**src/rtl/cache_arb_pkg.sv**
```systemverilog
// rtl/cache_arb_pkg.sv - shared state/requester types for the cache memory-port arbiter
package cache_arb_pkg;

  typedef enum logic [1:0] {IDLE, GNT_I, GNT_D} arb_state_t;
  typedef enum logic {REQ_I, REQ_D} req_id_t;

  localparam req_id_t ARB_RESET_LAST = REQ_I;

endpackage

```
**src/rtl/arb_pick.sv**
```systemverilog
// rtl/arb_pick.sv - combinational winner selection for the cache arbiter
// ARB_RR_EN: round-robin on ties against last_gnt; otherwise dcache has fixed priority.
module arb_pick
  import cache_arb_pkg::*;
(
  input  logic    i_strobe,
  input  logic    d_strobe,
  input  req_id_t last_gnt,
  output logic    any_req,
  output req_id_t winner
);

  assign any_req = i_strobe | d_strobe;

`ifdef ARB_RR_EN
  always_comb begin
    winner = REQ_I;
    if (i_strobe && d_strobe) begin
      // On a tie the side that did not win last time goes first.
      winner = (last_gnt == REQ_I) ? REQ_D : REQ_I;
    end else if (d_strobe) begin
      winner = REQ_D;
    end
  end
`else
  logic unused_last_gnt;
  assign unused_last_gnt = last_gnt;
  assign winner = d_strobe ? REQ_D : REQ_I;
`endif

endmodule

```
**src/rtl/mem_bus_arbiter.sv**
```systemverilog
// rtl/mem_bus_arbiter.sv - shares one single-beat memory port between icache and dcache
// ARB_RR_EN selects round-robin tie-breaking (adds the last_gnt register).
module mem_bus_arbiter
  import cache_arb_pkg::*;
#(
  parameter int A_WIDTH = 32,
  parameter int D_WIDTH = 32
) (
  input  logic               clk,
  input  logic               clrn,
  input  logic               i_strobe,
  input  logic [A_WIDTH-1:0] i_a,
  output logic [D_WIDTH-1:0] i_dout,
  output logic               i_ready,
  input  logic               d_strobe,
  input  logic               d_rw,
  input  logic [A_WIDTH-1:0] d_a,
  input  logic [D_WIDTH-1:0] d_din,
  output logic [D_WIDTH-1:0] d_dout,
  output logic               d_ready,
  output logic [A_WIDTH-1:0] mem_a,
  output logic [D_WIDTH-1:0] mem_wdata,
  output logic               mem_rw,
  output logic               mem_strobe,
  input  logic [D_WIDTH-1:0] mem_rdata,
  input  logic               mem_ready
);

  arb_state_t state;
  req_id_t    last_gnt;
  req_id_t    winner;
  logic       any_req;

  arb_pick u_pick (
    .i_strobe (i_strobe),
    .d_strobe (d_strobe),
    .last_gnt (last_gnt),
    .any_req  (any_req),
    .winner   (winner)
  );

`ifdef ARB_RR_EN
  always_ff @(posedge clk) begin
    if (!clrn) begin
      last_gnt <= ARB_RESET_LAST;
    end else if (state == IDLE && any_req) begin
      last_gnt <= winner;
    end
  end
`else
  assign last_gnt = ARB_RESET_LAST;
`endif

  always_ff @(posedge clk) begin
    if (!clrn) begin
      state     <= IDLE;
      mem_a     <= '0;
      mem_wdata <= '0;
      mem_rw    <= 1'b0;
    end else begin
      case (state)
        IDLE: begin
          if (any_req) begin
            if (winner == REQ_D) begin
              state     <= GNT_D;
              mem_a     <= d_a;
              mem_rw    <= d_rw;
              mem_wdata <= d_din;
            end else begin
              state     <= GNT_I;
              mem_a     <= i_a;
              mem_rw    <= 1'b0;
              mem_wdata <= '0;
            end
          end
        end
        // The transfer always runs to mem_ready, even if the requester has gone away.
        GNT_I, GNT_D: begin
          if (mem_ready) begin
            state <= IDLE;
          end
        end
        default: state <= IDLE;
      endcase
    end
  end

  assign mem_strobe = (state == GNT_I) || (state == GNT_D);
  assign i_ready    = mem_ready & (state == GNT_I) & i_strobe;
  assign d_ready    = mem_ready & (state == GNT_D) & d_strobe;
  assign i_dout     = mem_rdata;
  assign d_dout     = mem_rdata;

endmodule

```
**config.mk**
```make
export PLATFORM = sky130hd
export DESIGN_NAME = mem_bus_arbiter
export DESIGN_NICKNAME = d
export VERILOG_FILES = /design/src/rtl/cache_arb_pkg.sv /design/src/rtl/arb_pick.sv /design/src/rtl/mem_bus_arbiter.sv
export SDC_FILE = /design/constraint.sdc
export NUM_CORES = 1
export LEC_CHECK = 0
export ABC_CLOCK_PERIOD_IN_PS = 1790
export BUFFER_PORTS_ARGS = -buffer_cell sky130_fd_sc_hd__buf_2
export CAP_MARGIN = 0
export CORE_AREA = 3 3 101 103
export CTS_CLUSTER_DIAMETER = 40
export CTS_CLUSTER_SIZE = 30
export DETAILED_ROUTE_END_ITERATION = 7
export DIE_AREA = 0 0 104 106
export PLACE_DENSITY_LB_ADDON = 0.15
export SLEW_MARGIN = 5
export SYNTH_ARGS = -nofsm -noshare
export SYNTH_HDL_FRONTEND = slang
export SYNTH_HIERARCHICAL = 1
export SYNTH_SLANG_ARGS = --single-unit
```
**constraint.sdc**
```tcl
create_clock -name clk -period 1.79 [get_ports clk]
set_clock_uncertainty 0.1 [all_clocks]
set_input_delay 0.4475 -clock clk [delete_from_list [all_inputs] [get_ports clk]]
set_output_delay 0.4475 -clock clk [all_outputs]
set_load 0.01 [all_outputs]
```
Word level (Yosys, flattened, before mapping)
Index checks and enable logic that the tools add are counted.
W data, S select, Z words.
{ "classes": {"n_eq_ne": 4, "mux": 8, "bitwise": 5, "n_reduce_logical": 5} }
{ "op_table": {"columns": ["op", "count"], "rows": [
  ["$mux W32", 2],
  ["$mux W2", 3],
  ["$and A1 B1 Y1", 4],
  ["$ne A2 B2 Y1 const B", 2],
  ["$pmux W2 S2", 1],
  ["$reduce_and A2 Y1", 2],
  ["$eq A2 B1 Y1 const B", 1],
  ["$eq A2 B2 Y1 const B", 1],
  ["$logic_not A2 Y1", 1],
  ["$mux W1", 2],
  ["$reduce_or A2 Y1", 1],
  ["$logic_or A1 B1 Y1", 1],
  ["$or A1 B1 Y1", 1]
]} }
{ "totals": {"reg_bits": 67, "inputBits": 134, "output_inout_bits": 132} }

Logic depth before layout (Yosys ltp)
{ "depth": {"ltp_word": 4, "mapped_depth": 7} }

By module
The synthesis kept the hierarchy.
{ "modules_own_cells": {"columns": ["mod", "n_inst", "cells_per_inst", "area_per_inst_um2", "seq_area_each_um2"], "rows": [
  ["mem_bus_arbiter", 1, 373, 3233.1, 1341.3],
  ["arb_pick", 1, 2, 13.8, 0.0]
]} }

Worst setup path after synthesis
No wires, ideal clock.
{ "synth_path": {"path_type": "input to register", "startpoint": "input d_strobe", "endpoint": "register mem_a[25]", "setup_ps": 119, "t_arrival_ps": 1292, "required_ps": 1571, "path_slack_ps": 279, "path_stages": 6, "n_path_buf": 2, "cell_sequence": "or2_1 and2_1 buf_6 buf_4 o21ai_0 a21oi_1"} }
{ "synth_between": {"elab_chain_cells": 2} }
{ "synth_lines": {"columns": ["element", "line_no", "text"], "rows": [
  ["start: declaration", "mem_bus_arbiter.sv:15", "input logic d_strobe,"],
  ["$mux W1 / $or A1 B1 Y1 (equally long branches)", "arb_pick.sv:28, arb_pick.sv:13", null],
  ["$mux W32 / $reduce_and A2 Y1 (equally long branches)", null, null],
  ["end signal: assignment", "mem_bus_arbiter.sv:71", "mem_a <= i_a;"],
  ["end: declaration", "mem_bus_arbiter.sv:21", "output logic [A_WIDTH-1:0] mem_a,"]
]} }
Parallel ways exist; a longest one is shown, timed or not.
A chain may end at the register's enable or synchronous reset.

Final worst setup path
{ "layout_path": {"startpoint": "register state[0]", "endpoint": "output d_ready"} }
{ "layout_between": {"elab_chain_cells": 3} }
{ "layout_lines": {"columns": ["element", "line_no", "text"], "rows": [
  ["start: declaration", "mem_bus_arbiter.sv:29", "arb_state_t state;"],
  ["start signal: assignment", "mem_bus_arbiter.sv:56", "state <= IDLE;"],
  ["start signal: assignment", "mem_bus_arbiter.sv:65", "state <= GNT_D;"],
  ["start signal: assignment", "mem_bus_arbiter.sv:70", "state <= GNT_I;"],
  ["$eq A2 B2 Y1", "mem_bus_arbiter.sv:90", "assign d_ready = mem_ready & (state == GNT_D) & d_strobe;"],
  ["$and A1 B1 Y1 (2 in a row)", "mem_bus_arbiter.sv:90", null],
  ["end: declaration", "mem_bus_arbiter.sv:20", "output logic d_ready,"]
]} }
Every way passes these cells.

==> out/metrics.yaml <==
insertion_delay_ns: 0.33
multi_input_area_um2: 1217
cts_tree: "done"
die_w_um: 104
dp_hpwl_mm: 5.924
outcome: "finished clean"
gr-total-overflow: 0
cts_sinks: 67
p_leak_nw: 1.941
finalSetupViolations: 0
start_util_pct: 34.93
die_y_um: 106
ir_drop_v: 0.0004337
drtIter0Drc: 73
max-clock-path-buffers: 2
postSynthCellCount: 374
min_period_ns: 1.728
cp.required_ns: 1.24
routed_wl_mm: 8.062
nFillCells: 967
grt_usage_pct: 14.26
max_freq_mhz: 578.7
worst_slew_pin_slew_ns: 0.3298
finish.instance_area_um2: 3971
cap_violations: 0
yosys_warnings: 6
pwr_density_cell_nw_per_um2: 1034
slew_viol_final: 0
startpoint_type: "flop"
ant_nets: 0
tns_ns: 0
clockRootBuffer: "clkbuf_8"
dr.pass1.iters: 4
cts_buffers: 9
area_delta_synth_final_pct: 22.45
clkTransAtPathRegs_ns: 0.08
cts_max_level: 3
antenna_found_initial: 0
rows: 35
crit_path_max_fanout: 3
syn-num-nets: 511
grt_setup_unrepaired: "no"
layout-drive-gt1-share_pct: 43.07
first_global_vias: 2642
layout.nets: 608
grt_pass1_wl_mm: 12.82
hp-class: "in2reg"
die_area_um2: 11020
grt_max_degree: 60
core_um2: 9284
io-pin-count: 266
placed_cell_area_um2: 3706
avgSynthCellArea_um2: 8.671
relSlewSlack_pct: 77.98
hold_viol: 0
drc_errors: 0
finalCritPeriodShare_pct: 96.54
num_vias: 2752
globalplace.congestion: 0.7203
cp.arrival_ns: 1.18
routedWlPerCell_um: 13.33
viasPerCell: 4.549
num_antenna_cells: 0
syn_area_um2: 3243
regArea_um2: 1344
critical_path_class: "reg2out"
hold_ws_ns: 0.2754
end_kind: "output pin"
io_buffers: 169
## per-layer routing
layer / part of all wire, % / up-vias / global-route usage (%)
li1: - / 1401 / -
met4: 1.5 / 0 / 5.698
met3: 9.8 / 20 / 6.315
met1: 46 / 1186 / 18.15
met5: 0 / - / 0
met2: 42 / 145 / 21.08
## path summary, 6_finish.rpt
| kind | startpoint | end | slack [ns] | cells after the start |
|---|---|---|---|---|
| max | state[0] | d_ready | 0.06 | 4 |
| min | d_din[4] | mem_wdata[4] | 0.28 | 3 |
| max reg2reg | state[0] | mem_a[19] | 0.25 | 6 |
| min reg2reg | mem_wdata[6] | mem_wdata[6] | 0.35 | 2 |
## cells in the final DEF (no fill, tap or decap), types with 3 or more instances in the layout
cell	n
o21ai_1	6
dfxtp_1	65
buf_4	5
nand3_1	33
buf_2	169
o21ai_0	26
nand2_1	36
inv_2	3
buf_12	5
mux2i_1	32
a21oi_1	64
clkbuf_8	10
bufinv_16	3
## through the flow
step / setup slack, ns / cells / util (%) / total power [W]
5_1_grt: 0.007230 / 605 / 42.78 / 0.004340
6_report: 0.06186 / 605 / 42.78 / 0.004107
2_1_floorplan: 0.2790 / 374 / - / 0.002390
4_1_cts: 0.001334 / 604 / 42.64 / 0.004162
3_3_place_gp: 0.06880 / 588 / 39.92 / 0.002571
3_5_place_dp: 0.02989 / 588 / 39.92 / 0.002582
## what timing repair did
| action | CTS | global route |
|---|---|---|
| hold buffers | 0 | 0 |
| pin swaps | 0 | 0 |
| setup endpoints to repair | 3 | 3 |
| gates resized for setup | 2 | 4 |
| setup buffers | 0 | 1 |
## power breakdown
part           switching (W)  internal [W]  leakage [nW]
sequential         0.0000735       0.00164         0.553
combinational       0.000467      0.000365          1.26
clock               0.000594      0.000966         0.126
total                0.00113       0.00297          1.94
## sequential cells by signal, summed over array words and instances, names as in the netlist
| signal | cells |
|---|---|
| mem_a | 32 |
| mem_wdata | 32 |
| state | 2 |
| mem_rw | 1 |
## cell type report
| type | instances | share of cell area, % |
|---|---|---|
| Sequential cell | 67 | 33.84 |
| Multi-Input combinational cell | 210 | 30.66 |
| Timing Repair Buffer | 179 | 24.76 |
| Tap cell | 129 | 4.064 |
| Clock buffer | 10 | 3.466 |
| Clock inverter | 6 | 2.836 |
| Inverter | 4 | 0.3781 |
## critical path: stages (launching register included)
cell and delay (ns):
dfxtp_2 0.35, inv_2 0.04, ha_2 0.17, and3_1 0.15, buf_2 0.14
Power figures use the tool's default switching activity.
